## src/rtl/fwd_hazard_ctrl.sv

```systemverilog
// Forwarding selects, load-use and multi-cycle hazard detection,
// single-entry mul/div scoreboard and saturating stall counter.
module fwd_hazard_ctrl #(
  parameter int AW     = 5,
  parameter int NSRC   = 2,
  parameter int MC_LAT = 4,
  parameter int CNT_W  = 16
) (
  input  logic                 clk,
  input  logic                 rst,
  input  logic                 id_valid,
  input  logic [NSRC*AW-1:0]   id_rs,
  input  logic [NSRC-1:0]      id_rs_used,
  input  logic [AW-1:0]        id_rd,
  input  logic                 id_regw,
  input  logic                 id_mc,
  input  logic [NSRC*AW-1:0]   ex_rs,
  input  logic [AW-1:0]        ex_rd,
  input  logic                 ex_regw,
  input  logic                 ex_memread,
  input  logic [AW-1:0]        mem_rd,
  input  logic                 mem_regw,
  input  logic [AW-1:0]        wb_rd,
  input  logic                 wb_regw,
  output logic [2*NSRC-1:0]    fwd_sel,
  output logic                 stall,
  output logic                 bubble,
  output logic                 mc_issue,
  output logic                 sb_busy,
  output logic [CNT_W-1:0]     stall_cnt
);

  localparam int CW = $clog2(MC_LAT + 1);
  localparam logic [CW-1:0] LAT = CW'(MC_LAT);

  logic [CW-1:0] sb_cnt;
  logic [AW-1:0] sb_rd;
  logic          m_ex;
  logic          m_sb;
  logic          load_use;
  logic          raw_mc;
  logic          waw_mc;
  logic          struct_mc;

  always_comb begin
    fwd_sel = '0;
    for (int k = 0; k < NSRC; k++) begin
      priority case (1'b1)
        mem_regw && (mem_rd != '0) &&
          (mem_rd == ex_rs[k*AW +: AW]):
          fwd_sel[2*k +: 2] = 2'b10;
        wb_regw && (wb_rd != '0) &&
          (wb_rd == ex_rs[k*AW +: AW]):
          fwd_sel[2*k +: 2] = 2'b01;
        default:
          fwd_sel[2*k +: 2] = 2'b00;
      endcase
    end
  end

  // x0 never matches, so an sb_rd of 0 only blocks via struct_mc
  always_comb begin
    m_ex = 1'b0;
    m_sb = 1'b0;
    for (int k = 0; k < NSRC; k++) begin
      if (id_rs_used[k] && (ex_rd != '0) &&
          (id_rs[k*AW +: AW] == ex_rd))
        m_ex = 1'b1;
      if (id_rs_used[k] && (sb_rd != '0) &&
          (id_rs[k*AW +: AW] == sb_rd))
        m_sb = 1'b1;
    end
  end

  assign sb_busy   = (sb_cnt != '0);
  assign load_use  = id_valid && ex_memread && ex_regw && m_ex;
  assign raw_mc    = id_valid && sb_busy && m_sb;
  assign waw_mc    = id_valid && sb_busy && id_regw &&
                     (id_rd == sb_rd) && (id_rd != '0);
  assign struct_mc = id_valid && sb_busy && id_mc;

  assign stall    = load_use | raw_mc | waw_mc | struct_mc;
  assign bubble   = stall;
  assign mc_issue = id_valid && id_mc && !stall;

  always_ff @(posedge clk) begin
    if (rst) begin
      sb_cnt <= '0;
      sb_rd  <= '0;
    end else if (mc_issue) begin
      sb_cnt <= LAT;
      sb_rd  <= id_regw ? id_rd : '0;
    end else if (sb_busy) begin
      sb_cnt <= sb_cnt - CW'(1);
    end
  end

  always_ff @(posedge clk) begin
    if (rst)
      stall_cnt <= '0;
    else if (stall && (stall_cnt != '1))
      stall_cnt <= stall_cnt + CNT_W'(1);
  end

endmodule

```

## config.mk

```make
export PLATFORM = sky130hd
export DESIGN_NAME = fwd_hazard_ctrl
export DESIGN_NICKNAME = d
export VERILOG_FILES = /design/src/rtl/fwd_hazard_ctrl.sv
export SDC_FILE = /design/constraint.sdc
export NUM_CORES = 1
export LEC_CHECK = 0
export BUFFER_PORTS_ARGS = -buffer_cell sky130_fd_sc_hd__buf_2
export CORE_MARGIN = 3
export CORE_UTILIZATION = 53
export DETAILED_ROUTE_END_ITERATION = 7
export PLACE_DENSITY = 0.85
export REMOVE_ABC_BUFFERS = 1
export SETUP_SLACK_MARGIN = 0.1
export SLEW_MARGIN = 20
export SYNTH_ARGS = -nofsm -noshare
export SYNTH_HDL_FRONTEND = slang
export SYNTH_SLANG_ARGS = --single-unit
```

## constraint.sdc

```tcl
create_clock -name clk -period 5.3 [get_ports clk]
set_input_delay 1.06 -clock clk [delete_from_list [all_inputs] [get_ports clk]]
set_output_delay 1.06 -clock clk [all_outputs]
set_load 0.02 [all_outputs]
```

# ---- After elaboration in Yosys (flattened, before gate mapping)
# Index checks and enable logic that the tools add are counted.
dict set report totals {
  mem_bits_ro 0
  reg_bits 24
  input_bits 51
  output_inout_bits 24
  mem_bits_rw 0
  latch_bits 0
  n_memories 0
}
dict set report classes {
  reduce_logical 35
  multipliers 0
  eq_ne 10
  n_mux 11
  shifts 0
  order_cmp 0
  addsub 2
  n_bitwise 3
  n_div 0
}
# cell n
set ops {}
lappend ops {{5-bit == test} 9}
lappend ops {{1-bit logical AND} 26}
lappend ops {{5-bit nonzero test} 5}
lappend ops {{16-bit by 1-bit adder with 16-bit output, second input constant} 1}
lappend ops {{16-bit != test, second input constant} 1}
lappend ops {{1-bit 2-to-1 mux} 6}
lappend ops {{3-bit 2-to-1 mux} 2}
lappend ops {{5-bit 2-to-1 mux} 1}
lappend ops {{2-bit 2-to-1 mux} 2}
lappend ops {{1-bit OR} 3}
lappend ops {{3-bit nonzero test} 1}
lappend ops {{3-bit by 1-bit subtractor with 3-bit output, second input constant} 1}
lappend ops {{2-bit nonzero test} 1}
lappend ops {{2-bit OR reduction} 1}
lappend ops {{1-bit logical NOT} 1}

# ---- Logic depth before layout (Yosys ltp)
dict set report logic_depth {
  ltp_word 12
  ltp_mapped 9
  depth_no_buf 7
}

# ---- Worst setup path before layout
# OpenSTA, ideal clock, no wires.
dict set report synth_timing {
  path_kind {in2out}
  start {input port mem_rd[1]}
  end {output port fwd_sel[0]}
  stages 4
  setup_slack_ps 1563
  n_path_buf 0
  arrival_time_ps 2677
  required_ps 4240
  path_cell_list {or4_1 -> o21ai_0 -> nor4_1 -> nor4_1}
}
dict set report synth_between {
  elab_chain_cells 4
  word_cells_on_any_way 5
}
# element line
set synth_lines {}
lappend synth_lines {{start: declaration} 21} ;# input logic [AW-1:0] mem_rd,
lappend synth_lines {{5-bit nonzero test} 49} ;# mem_regw && (mem_rd != '0) &&
lappend synth_lines {{1-bit logical AND} 49}
lappend synth_lines {{1-bit logical AND *} 49}
lappend synth_lines {{2-bit 2-to-1 mux *} 48} ;# priority case (1'b1)
lappend synth_lines {{end: declaration} 25} ;# output logic [2*NSRC-1:0] fwd_sel,
# Mark *: on every way between the ends. The rest lies on a longest branch, timed or not.

# ---- Worst setup path after layout
dict set report layout_timing {
  start {input port ex_rd[2]}
  end {output port mc_issue}
}
dict set report layout_between {
  elab_chain_cells 11
  word_cells_on_any_way 15
}
# element line
set layout_lines {}
lappend layout_lines {{start: declaration} 18} ;# input logic [AW-1:0] ex_rd,
lappend layout_lines {{5-bit nonzero test} 66} ;# if (id_rs_used[k] && (ex_rd != '0) &&
lappend layout_lines {{1-bit logical AND (2 in series)} 66}
lappend layout_lines {{1-bit 2-to-1 mux} 66}
lappend layout_lines {{1-bit 2-to-1 mux *} 66}
lappend layout_lines {{1-bit logical AND *} 76} ;# assign load_use = id_valid && ex_memread && ex_regw && m_ex;
lappend layout_lines {{1-bit OR * (3 in series)} 82} ;# assign stall = load_use | raw_mc | waw_mc | struct_mc;
lappend layout_lines {{1-bit logical NOT *} 84} ;# assign mc_issue = id_valid && id_mc && !stall;
lappend layout_lines {{1-bit logical AND *} 84}
lappend layout_lines {{end: declaration} 28} ;# output logic mc_issue,
# Marks and branches as above.

==> impl_metrics.yaml <==
status:
  status: "complete, no violations"
setup_path:
  critPathCaptureType: "output port"
  arrival_ns: 2.74
  path_buf_inv: 3
  rr_startpoint: "sb_rd[1]"
  worstPathCellList: "buf_2, xnor2_1, nand4_1, o22ai_1, nand2_1, nand4_1, inv_1, buf_2"
  critPathLaunchType: "primary input"
  cpPeakStageDelay_ns: 0.49
  crit_family: "simple AND/OR/NAND/NOR gates"
  path_max_fanout: 14
  worstPathRequired_ns: 4.24
  path_class: "primary input to output port"
  crit_slowest_cell: "nand4_1"
  startpoint: "ex_rd[2]"
pwr:
  intPower_uw: 337.9
  leakage_nw: 1.046
  combPwrFrac_pct: 40.2
  p_clk_share_pct: 20.0
  peakVddDrop_mv: 0.2053
  power_switching_uw: 178.1
  power_density_mw_per_mm2: 214.3
  seqPwrFrac_pct: 39.8
  switching_share_pct: 34.51
hold_path:
  holdCritStartpoint: "stall_cnt[1]"
  hold_path.class: "register to register"
clock_tree:
  post_cts_buffers: 0
  clkTransAtPathRegs_ns: 0.08
  cts.repair.resized: 0
  tritoncts: "done"
  clock_latency_ns: 0.26
  cts_max_level: 1
  clockRootBuffer: "clkbuf_8"
  cts_buffers: 3
  clock_sinks: 24
  clock_path_buffers: 2
  cts_hold_buf: 0
synthesis:
  synth_ff_type: "dfxtp_1"
  yosysSeqAreaShare_pct: 24.11
  synthCells: 241
  synth-async-reset-ratio_pct: 0
  netlist_area_mm2: 0.001993
  synth_warnings: 0
  avgSynthCellArea_um2: 8.270
  ys_seq_elements: 24
  ys_types: 39
  synth-edff-count: 0
floorplanning:
  die_area_mm2: 0.004533
  rows: 21
  core_area_mm2: 0.003468
  dieWidth_um: 67.33
  start_util_pct: 57.47
  ios: 75
  die_h_um: 67.33
place:
  place_ws_ns: 1.523
  io_buffers: 74
  dp_hpwl_mm: 3.962
  gp_congestion: 0.8689
finish:
  nFillCells: 319
  final_nets: 363
  antennaDiodeCount: 0
  drive_gt1_share_pct: 30.29
  area_growth_pct: 20.78
  utilization_pct: 69.41
timing:
  rsz0062_at_grt: "false"
  min_period_ns: 3.804
  finClkSkew_ns: 0.002448
  worst_pin_slew_ns: 0.6528
  hold_viol_final: 0
  fmax_mhz: 262.9
  slew_viol_final: 0
  setup_tns_ns: 0
  finalCritPeriodShare_pct: 71.77
  setup_viol: 0
  setup_ws_ns: 1.496
  max-slew-margin-rel_pct: 56.48
routing:
  drt_iter0_markers: 63
  totalWireLength_mm: 4.823
  wire_per_inst_um: 13.66
  vias_per_cell: 5.445
  route.detailed.drc: 0
  ant_nets: 0
  dr.pass1.iters: 4
  vias: 1922
global_route:
  grt_first_pass_wirelength_mm: 7.824
  grtUsageTotal_pct: 21.90
  grt_pass1_vias: 1771
  grt.overflow.total: 0
  antenna_found_initial: 0
  grt_max_degree: 46
flow_run:
  maxCapViolCount: 0
==> registers in the layout, summed over array words and instances, names as in the netlist <==
name / flops
sb_cnt: 3
stall_cnt: 16
sb_rd: 5
==> layer usage <==
metal / wire, um / up-vias / GRT usage, % / share of wire, %
li1: - / 980 / - / -
met2: 2514 / 50 / 40.61 / 52
met1: 2098 / 890 / 26.98 / 43
met5: 0 / - / 0 / 0
met4: 17 / 0 / 3.544 / 0.35
met3: 193 / 2 / 3.161 / 4.0
==> power by group through the flow <==
stage / combinational [mW] / clock [mW] / sequential, mW
6_report: 0.208 / 0.103 / 0.205
5_1_grt: 0.228 / 0.114 / 0.207
4_1_cts: 0.208 / 0.107 / 0.205
3_5_place_dp: 0.207 / 0 / 0.210
3_3_place_gp: 0.200 / 0 / 0.209
2_1_floorplan: 0.136 / 0 / 0.210
==> layout by cell type, fill, tap and decap left out, types with 9 or more instances in the layout <==
cell type | netlist | routed
nor2_1 | 20 | 20
nor2b_1 | 14 | 14
nand4_1 | 10 | 10
dfxtp_1 | 24 | 24
mux2_2 | 13 | 13
xnor2_1 | 32 | 32
nand2_1 | 9 | 9
buf_2 | 2 | 74
xor2_1 | 14 | 14
nand3_1 | 12 | 12
==> final timing paths <==
path	to	slack, ns	depth (start not counted)
worst min-delay path	stall_cnt[1]	0.54	2
worst max register to register	stall_cnt[0]	2.95	6
worst min register to register	stall_cnt[1]	0.54	2
worst max-delay path	mc_issue	1.50	8
==> final cells by class <==
| type | instances | area, um^2 | area share (%) |
|---|---|---|---|
| repair buffers | 74 | 370.4 | 15.38 |
| flip-flops and latches | 24 | 480.5 | 19.96 |
| well taps | 46 | 57.56 | 2.391 |
| inverters | 7 | 26.28 | 1.091 |
| clock buffers | 3 | 41.29 | 1.715 |
| multi-input cells | 199 | 1431 | 59.46 |
==> cell usage after synthesis, types with 4 or more instances <==
library cell,instances,area share (%)
or4_1,5,1.9
mux2i_1,7,3.5
nand4_1,10,3.1
nor4_1,4,1.3
xor2_1,14,6.2
mux2_2,13,7.3
nor2_1,20,3.8
inv_1,7,1.3
a211oi_1,7,2.6
dfxtp_1,24,24
nand3_1,12,3.0
nand3b_1,5,1.9
nand2b_1,7,2.2
clkbuf_1,7,1.3
a21oi_1,6,1.5
o22ai_1,5,1.6
nor2b_1,14,4.4
nand2_1,9,1.7
xnor2_1,32,14
and3_1,4,1.3
==> worst min-delay path, delay by kind of cell, from the launching register on <==
kind / cells / cell delay, ns
flops: 1 / 0.35
mux: 1 / 0.07
simple gates: 1 / 0.08
==> cell families after synthesis <==
group	Yosys count	synth area share, %
muxes	22	11.99
xor gates and xnor gates	46	20.21
AOI/OAI and AO/OA	28	9.354
adders and majority gates	3	1.883
DFF	24	24.11
and+or+nand+nor	100	28.37
buffers and inverters	18	4.081
==> through the flow <==
stage	area, um^2	cells	hold WS (ns)	power [mW]
floorplan	1938	230	0.5188	0.3462
global placement	2366	350	0.5146	0.4095
detailed placement	2366	350	0.5344	0.4170
CTS	2407	353	0.5479	0.5207
global route	2407	353	0.5744	0.5487
finish	2407	353	0.5391	0.5160
Note: power is estimated with default switching activity, not from simulation.
